<file path="src/rtl/pump_activity_monitor_if.sv">
// rtl/pump_activity_monitor_if.sv - pump drive/clear inputs and per-channel statistics bundle
interface pump_activity_monitor_if;
  logic [1:0]  pump_in;
  logic        clear;
  logic [15:0] act_count0;
  logic [15:0] act_count1;
  logic [15:0] last_on_sec0;
  logic [15:0] last_on_sec1;
  logic [1:0]  fault;
  logic [1:0]  event_valid;

  modport master (
    output pump_in, clear,
    input  act_count0, act_count1, last_on_sec0, last_on_sec1, fault, event_valid
  );

  modport slave (
    input  pump_in, clear,
    output act_count0, act_count1, last_on_sec0, last_on_sec1, fault, event_valid
  );
endinterface

</file>
<file path="src/rtl/pump_activity_monitor.sv">
// rtl/pump_activity_monitor.sv - two-channel pump on-time monitor with stuck-on detection
module pump_activity_monitor #(
  parameter int CLOCK_FREQ     = 100_000_000,
  parameter int MAX_ON_SECONDS = 60
) (
  input logic                    clk,
  input logic                    reset,
  pump_activity_monitor_if.slave bus
);

  localparam logic [1:0] ST_IDLE  = 2'd0;
  localparam logic [1:0] ST_ON    = 2'd1;
  localparam logic [1:0] ST_STUCK = 2'd2;

  localparam logic [31:0] CYC_LAST = 32'(CLOCK_FREQ - 1);
  localparam logic [15:0] MAX_SEC  = 16'(MAX_ON_SECONDS);

  logic [1:0]       pump_prev_q;
  logic [1:0][1:0]  state_q, state_d;
  logic [1:0][31:0] cyc_q, cyc_d;
  logic [1:0][15:0] sec_q, sec_d;
  logic [1:0][15:0] act_q, act_d;
  logic [1:0][15:0] last_q, last_d;
  logic [1:0]       fault_q, fault_d;
  logic [1:0]       evt_q, evt_d;
  logic [1:0][15:0] sec_inc;

  always_comb begin
    state_d = state_q;
    cyc_d   = cyc_q;
    sec_d   = sec_q;
    act_d   = act_q;
    last_d  = last_q;
    fault_d = fault_q;
    evt_d   = '0;
    sec_inc = '0;
    for (int n = 0; n < 2; n++) begin
      sec_inc[n] = sec_q[n] + 16'd1;
      case (state_q[n])
        ST_IDLE: begin
          if (bus.pump_in[n] && !pump_prev_q[n]) begin
            state_d[n] = ST_ON;
            cyc_d[n]   = 32'd1;
            sec_d[n]   = '0;
            if (act_q[n] != 16'hFFFF) act_d[n] = act_q[n] + 16'd1;
          end
        end
        ST_ON: begin
          if (bus.pump_in[n]) begin
            if (cyc_q[n] == CYC_LAST) begin
              cyc_d[n] = '0;
              sec_d[n] = sec_inc[n];
              // Timing freezes once stuck; the report then uses the limit itself.
              if (sec_inc[n] == MAX_SEC) begin
                state_d[n] = ST_STUCK;
                fault_d[n] = 1'b1;
              end
            end else begin
              cyc_d[n] = cyc_q[n] + 32'd1;
            end
          end else begin
            last_d[n]  = sec_q[n];
            evt_d[n]   = 1'b1;
            state_d[n] = ST_IDLE;
          end
        end
        ST_STUCK: begin
          if (!bus.pump_in[n]) begin
            last_d[n]  = MAX_SEC;
            evt_d[n]   = 1'b1;
            state_d[n] = ST_IDLE;
          end
        end
        default: state_d[n] = ST_IDLE;
      endcase
      // Clear wipes only the reported statistics; timing of a live activation continues.
      if (bus.clear) begin
        act_d[n]   = '0;
        last_d[n]  = '0;
        fault_d[n] = 1'b0;
      end
    end
  end

  always_ff @(posedge clk) begin
    if (!reset) begin
      pump_prev_q <= '0;
      state_q     <= {ST_IDLE, ST_IDLE};
      cyc_q       <= '0;
      sec_q       <= '0;
      act_q       <= '0;
      last_q      <= '0;
      fault_q     <= '0;
      evt_q       <= '0;
    end else begin
      pump_prev_q <= bus.pump_in;
      state_q     <= state_d;
      cyc_q       <= cyc_d;
      sec_q       <= sec_d;
      act_q       <= act_d;
      last_q      <= last_d;
      fault_q     <= fault_d;
      evt_q       <= evt_d;
    end
  end

  assign bus.act_count0   = act_q[0];
  assign bus.act_count1   = act_q[1];
  assign bus.last_on_sec0 = last_q[0];
  assign bus.last_on_sec1 = last_q[1];
  assign bus.fault        = fault_q;
  assign bus.event_valid  = evt_q;

endmodule

</file>
<file path="src/flat_wrapper.sv">
// flat-port wrapper written by rule: the top's interface ports become plain ports
module pump_activity_monitor_flat 
#(
  parameter int CLOCK_FREQ     = 100_000_000,
  parameter int MAX_ON_SECONDS = 60
)
  (clk, reset, bus_pump_in, bus_clear, bus_act_count0, bus_act_count1, bus_last_on_sec0, bus_last_on_sec1, bus_fault, bus_event_valid);
  pump_activity_monitor_if bus_i ();
  input logic clk;
  input logic reset;
  input wire logic [$bits(bus_i.pump_in)-1:0] bus_pump_in;
  input wire logic [$bits(bus_i.clear)-1:0] bus_clear;
  output wire logic [$bits(bus_i.act_count0)-1:0] bus_act_count0;
  output wire logic [$bits(bus_i.act_count1)-1:0] bus_act_count1;
  output wire logic [$bits(bus_i.last_on_sec0)-1:0] bus_last_on_sec0;
  output wire logic [$bits(bus_i.last_on_sec1)-1:0] bus_last_on_sec1;
  output wire logic [$bits(bus_i.fault)-1:0] bus_fault;
  output wire logic [$bits(bus_i.event_valid)-1:0] bus_event_valid;
  assign bus_i.pump_in = bus_pump_in;
  assign bus_i.clear = bus_clear;
  assign bus_act_count0 = bus_i.act_count0;
  assign bus_act_count1 = bus_i.act_count1;
  assign bus_last_on_sec0 = bus_i.last_on_sec0;
  assign bus_last_on_sec1 = bus_i.last_on_sec1;
  assign bus_fault = bus_i.fault;
  assign bus_event_valid = bus_i.event_valid;
  pump_activity_monitor #(.CLOCK_FREQ(CLOCK_FREQ), .MAX_ON_SECONDS(MAX_ON_SECONDS)) u_core (.clk(clk), .reset(reset), .bus(bus_i));
endmodule
</file>
<file path="config.mk">
export PLATFORM = sky130hd
export DESIGN_NAME = pump_activity_monitor_flat
export DESIGN_NICKNAME = d
export VERILOG_FILES = /design/src/rtl/pump_activity_monitor_if.sv /design/src/rtl/pump_activity_monitor.sv /design/src/flat_wrapper.sv
export SDC_FILE = /design/constraint.sdc
export NUM_CORES = 1
export LEC_CHECK = 0
export CORE_UTILIZATION = 30
export CTS_CLUSTER_DIAMETER = 100
export CTS_CLUSTER_SIZE = 12
export DETAILED_ROUTE_END_ITERATION = 10
export SYNTH_ARGS = -nofsm -noshare
export SYNTH_HDL_FRONTEND = slang
export SYNTH_SLANG_ARGS = --single-unit
</file>
<file path="constraint.sdc">
create_clock -name clk -period 2.3 [get_ports clk]
set_input_delay 0.345 -clock clk [delete_from_list [all_inputs] [get_ports clk]]
set_output_delay 0.345 -clock clk [all_outputs]
set_load 0.02 [all_outputs]
</file>
Word level (Yosys, flattened, before mapping)
Cells that the tools add are included.

storage, ports and cells
  bits in registers = 170
  bits of input ports = 5
  output and inout port bits = 68
  word-level logic and storage cells = 109

cells by class
  $add $sub $neg = 6
  equality and inequality tests = 24
  muxes and demuxes = 36
  bitwise gates (word level) = 1
  reduce and logical (&&, ||, !) cells = 27

operators with widths
  cell                                             count
  2-to-1 mux 32 bit                                6
  2-to-1 mux 16 bit                                10
  one-hot mux 16 bit (2 select lines)              4
  one-hot mux 32 bit (2 select lines)              2
  adder 16 x 1 -> 16 bit, second input constant    4
  adder 32 x 1 -> 32 bit, second input constant    2
  == test 32 x 27 -> 1 bit, second input constant  2
  == test 16 x 6 -> 1 bit, second input constant   2
  != test 16 bit, second input constant            2
  AND reduction 4 bit                              6
  2-to-1 mux 2 bit                                 10
  AND reduction 3 bit                              6
  != test 2 bit, second input constant             6
  != test 3 x 2 -> 1 bit, second input constant    4
  one-hot mux 2 bit (3 select lines)               2
  != test 2 x 1 -> 1 bit, second input constant    4
  nonzero test 2 bit                               4
  OR reduction 2 bit                               3
  == test 2 x 1 -> 1 bit, second input constant    2
  == test 2 bit, second input constant             2
  zero test 2 bit                                  2
  AND reduction 2 bit                              2
  logical AND 1 bit                                2
  zero test 1 bit                                  2
  2 further kinds                                  3

Longest topological paths before layout
  word-level depth = 6
  mapped depth = 10
  mapped depth without buffers = 8

Least setup slack after synthesis
Ideal clock, no wire load.

  kind = register to register
  start = register u_core.state_q[0] in the netlist's numbering
  end = register u_core.cyc_q[30] in the netlist's numbering
  library setup time = 0.128 ns
  arrival = 1.988 ns
  required time = 2.172 ns
  setup slack = 0.184 ns
  cell stages (with the launch flop) = 9
  period minus slack after synthesis = 2.116 ns
  path through = dfxtp_1 > inv_1 > ha_1 > a21boi_0 > nand3_1 > nor4_2 > nor2b_1 > xnor2_1 > nor2_1

between the ends
  longest elaborated chain between the ends = 3

ends and longest elaborated chain
  what                                                              RTL line                     text
  start: declaration                                                pump_activity_monitor.sv:19  logic [1:0][1:0] state_q, state_d;
  start signal: assignment                                          pump_activity_monitor.sv:88  state_q <= {ST_IDLE, ST_IDLE};
  start signal: assignment                                          pump_activity_monitor.sv:97  state_q <= state_d;
  == test 2 x 1 -> 1 bit / zero test 2 bit (equally long branches)  pump_activity_monitor.sv:39  case (state_q[n])
  != test 2 bit (no line), or another cell as far along             --
  AND reduction 3 bit (no line)                                     --
  end signal: assignment                                            pump_activity_monitor.sv:98  cyc_q <= cyc_d;
  end: declaration                                                  pump_activity_monitor.sv:20  logic [1:0][31:0] cyc_q, cyc_d;

Several ways; a longest one is shown, not always the timed one.
A chain may end at the register's enable or synchronous reset.

Worst setup path in the final report
  start = register u_core.state_q[2] in the netlist's numbering
  end = register u_core.sec_q[31] in the netlist's numbering

between the ends
  longest elaborated chain between the ends = 3

ends and longest elaborated chain
  what                                                              RTL line                     text
  == test 2 x 1 -> 1 bit / zero test 2 bit (equally long branches)  pump_activity_monitor.sv:39
  != test 2 x 1 -> 1 bit (no line), or another cell as far along    --
  AND reduction 4 bit (no line)                                     --
  end signal: assignment                                            pump_activity_monitor.sv:90  sec_q <= '0;
  end signal: assignment                                            pump_activity_monitor.sv:99  sec_q <= sec_d;
  end: declaration                                                  pump_activity_monitor.sv:21  logic [1:0][15:0] sec_q, sec_d;

Several ways; a longest one is shown, not always the timed one.

==> run metrics <==
Syn. warnings=0; crit start category=flip-flop; Crit-path slowest cell=a21boi_2; Mean Syn Cell Area=about 8.3 sq um; gr usage total=0.144; crit path cell chain=inv_1, ha_1, or2_2, and3_1, a21boi_2, o21ai_0, o31ai_1; final period utilization=0.953; initial core utilization=0.307; first-pass detailed-route iteration total=5; clk_skew=0.00952 ns; outcome=complete, no violations; fin crit period=around 2.2 ns; Slew Limit Fails=0; via count=7440; Die Y=between 150 and 200 um; Worst slew margin=0.538; die footprint=28400 sq um; Post-DP HPWL=~15000 um; max_cap viols=0; Port Buf Inserts=between 70 and 80; vias in the first global route=approximately 7000; clock buffer count from CTS=17; Reg-to-Reg End=u_core.sec_q[31]; post-route ant nets=0; CP Max Fanout=15; Reg-to-Reg Start=u_core.state_q[2]; register area share after synthesis=0.409; Synth cell types=67; ant diodes=0; top_reg_cell synth=dfxtp_1; Clock Latency Late Sink=around 0.44 ns; Comb power frac=0.102; Seq pwr share=0.466; Fin Setup TNS=0 ns; Worst path max stage delay=0.58 ns; critical setup path kind=flip-flop to flip-flop; initial antenna violation count=0; Post-Syn Area=approximately 8300 sq um; non-filler cells in the finished layout=~1500; DP Cell Count=about 1500; Peak Freq=~460 MHz; global-route wire length before repair=33500 um; Worst-Margin Slew=roughly 0.69 ns; RePlAce Congestion=0.830; clock share of power=0.432; hold endpoint=u_core.bus.last_on_sec1[10]; drt wl/cell=13.3 um; worst reg-to-reg path cell count=7; WL final=a little over 20000 um; clock transition at the registers of the reported paths=around 0.07 ns; most frequent cells in the layout=dfxtp_1, nor2_1, nand2_1; CTS H-tree depth=4; Synth Register Bits=170; hold_sp=u_core.bus.last_on_sec1[10]; Min-Delay Path Class=flip-flop to flip-flop; largest net degree at the start of global routing=32; Final #Nets=between 1000 and 1500; Mapped Nets=approximately 1000; Post-CTS Hold Buffers=0; Post-synth EDFFs=0; post-synthesis cell count=1003; Int Power=roughly 4.8 mW; WP data arrival=between 2 and 3 ns; Detailed Route Iter0 Violations=between 300 and 400; CP Capture Type=flip-flop; VDD IR-drop max=approximately 380 uV; Top-Level Pins=73; top post-synthesis cells by area=dfxtp_1, nor2_1, xor2_1, nand2_1, xnor2_1; std cell rows=60; most common cell after layout, fill and taps aside=dfxtp_1; proportion of layout cells with a drive suffix above 1=0.134; Clock Path Buffers=2; RSZ-0062 raised after global routing=yes; Clock Sinks=170; root buffer cell=clkbuf_16; Switch Pwr=roughly 1.7 mW; r2r setup slk=between 0.1 and 0.15 ns; final setup violation count=0; Area Overhead vs Synth=27.3%; vias per std cell=approximately 5; top-area cell type share of the netlist area=0.409; Worst EP required=2.65 ns; Synth area leader=dfxtp_1; Die X=about 170 um; leakage=between 3 and 4 nW; Final Hold Fails=0; core area=between 20000 and 30000 sq um; switching share of power=0.262; hold path cells=2; Power per Cell Area=roughly 600 nW/um^2; Total Power=between 6 and 7 mW; CTS tree=yes; Worst Hold Slack=0.449 ns; Async SR Flop Fraction=0; grt total ovfl=0; # DRC=0
## worst max-delay path by stage
| stage | endpoint | start |
|---|---|---|
| after floorplan | u_core.cyc_q[30] | u_core.state_q[0] |
| after global placement | u_core.sec_q[27] | u_core.state_q[2] |
| after detailed placement | u_core.sec_q[27] | u_core.state_q[2] |
| after CTS | u_core.cyc_q[44] | u_core.cyc_q[41] |
| after global routing | u_core.cyc_q[42] | u_core.cyc_q[32] |
| final | u_core.sec_q[31] | u_core.state_q[2] |
## worst max-delay path: cells and delay by family, from the launching register on
| family | cells | cell delay, ns |
|---|---|---|
| buffers and inverters | 1 | 0.08 |
| adder cells (fa/ha/maj) | 1 | 0.23 |
| AND/OR/NAND/NOR | 2 | 0.54 |
| AO/OA/AOI/OAI | 3 | 0.87 |
| flip-flops | 1 | 0.38 |
## per-stage QoR
stage	cell area, sq um	utilization	setup WS [ns]
finish	10600	0.391	0.107
floorplan	8330	-	0.184
global placement	9980	0.368	-0.0437
CTS	10600	0.389	0.0778
global route	10600	0.391	-0.0450
detailed placement	9980	0.368	-0.127
## state kept, by name, indices dropped and copies added, names as in the netlist, 4 cells and up
register,count
u_core.sec_q,32
u_core.bus.last_on_sec1,16
u_core.cyc_q,64
u_core.bus.act_count1,16
u_core.bus.act_count0,16
u_core.state_q,4
u_core.bus.last_on_sec0,16
## final cells by class
class / instances / area, sq um
fillers: 2776 / 16500
clock inverters: 12 / 116
repair buffers: 159 / 1420
multi-input cells: 763 / 4680
well taps: 372 / 465
flip-flops and latches: 170 / 3410
inverters: 21 / 78.8
clock buffers: 20 / 447
## cells in the mapped netlist (4+ instances only)
library cell	n
nand3_1	56
nand2b_1	5
a21boi_0	4
o21ai_0	47
or3_1	14
nor2_1	133
dfxtp_1	170
mux2i_1	4
or2_2	5
nor3b_1	5
buf_2	14
or4_1	4
or4b_1	4
xnor2_1	38
and3_1	22
o22ai_1	4
o31ai_1	10
and2_1	11
nor3_1	40
nand3b_1	22
nor4_2	4
and4_1	15
nand2_1	98
inv_1	21
nor4_1	11
xor2_1	50
nor2b_1	9
clkbuf_1	32
nand4_1	25
ha_1	14
and3b_1	4
o211ai_1	7
a21oi_1	45
nor4b_1	4
## per-layer routing
metal | share of wire | wire length [um] | GRT usage
met3 | 0.031 | 627 | 0.0274
met5 | 0 | 0 | 0
met1 | 0.47 | 9580 | 0.184
met2 | 0.48 | 9660 | 0.240
met4 | 0.015 | 301 | 0.0534
## what timing repair did
action	CTS	global route
pin swaps	0	2
gates resized for setup	1	13
setup buffers	0	2
endpoints found under the setup margin	15	56
endpoints found under the hold margin	0	0
## power groups by stage
| stage | sequential (mW) | clock, mW | combinational, mW |
|---|---|---|---|
| floorplan | 3.09 | 0 | 0.375 |
| global placement | 3.08 | 0 | 0.641 |
| detailed placement | 3.08 | 0 | 0.643 |
| CTS | 3.01 | 2.87 | 0.650 |
| global route | 3.01 | 2.99 | 0.732 |
| finish | 3.01 | 2.79 | 0.660 |
## cells by family after synthesis
| logic type | share of synthesized area |
|---|---|
| DFF | 0.409 |
| xor gates and xnor gates | 0.0925 |
| adders and majority gates | 0.0210 |
| and+or+nand+nor | 0.327 |
| buffers and inverters | 0.0347 |
| muxes | 0.00481 |
| AOI/OAI and AO/OA | 0.111 |
No activity file was read; power rests on OpenSTA's default activity.
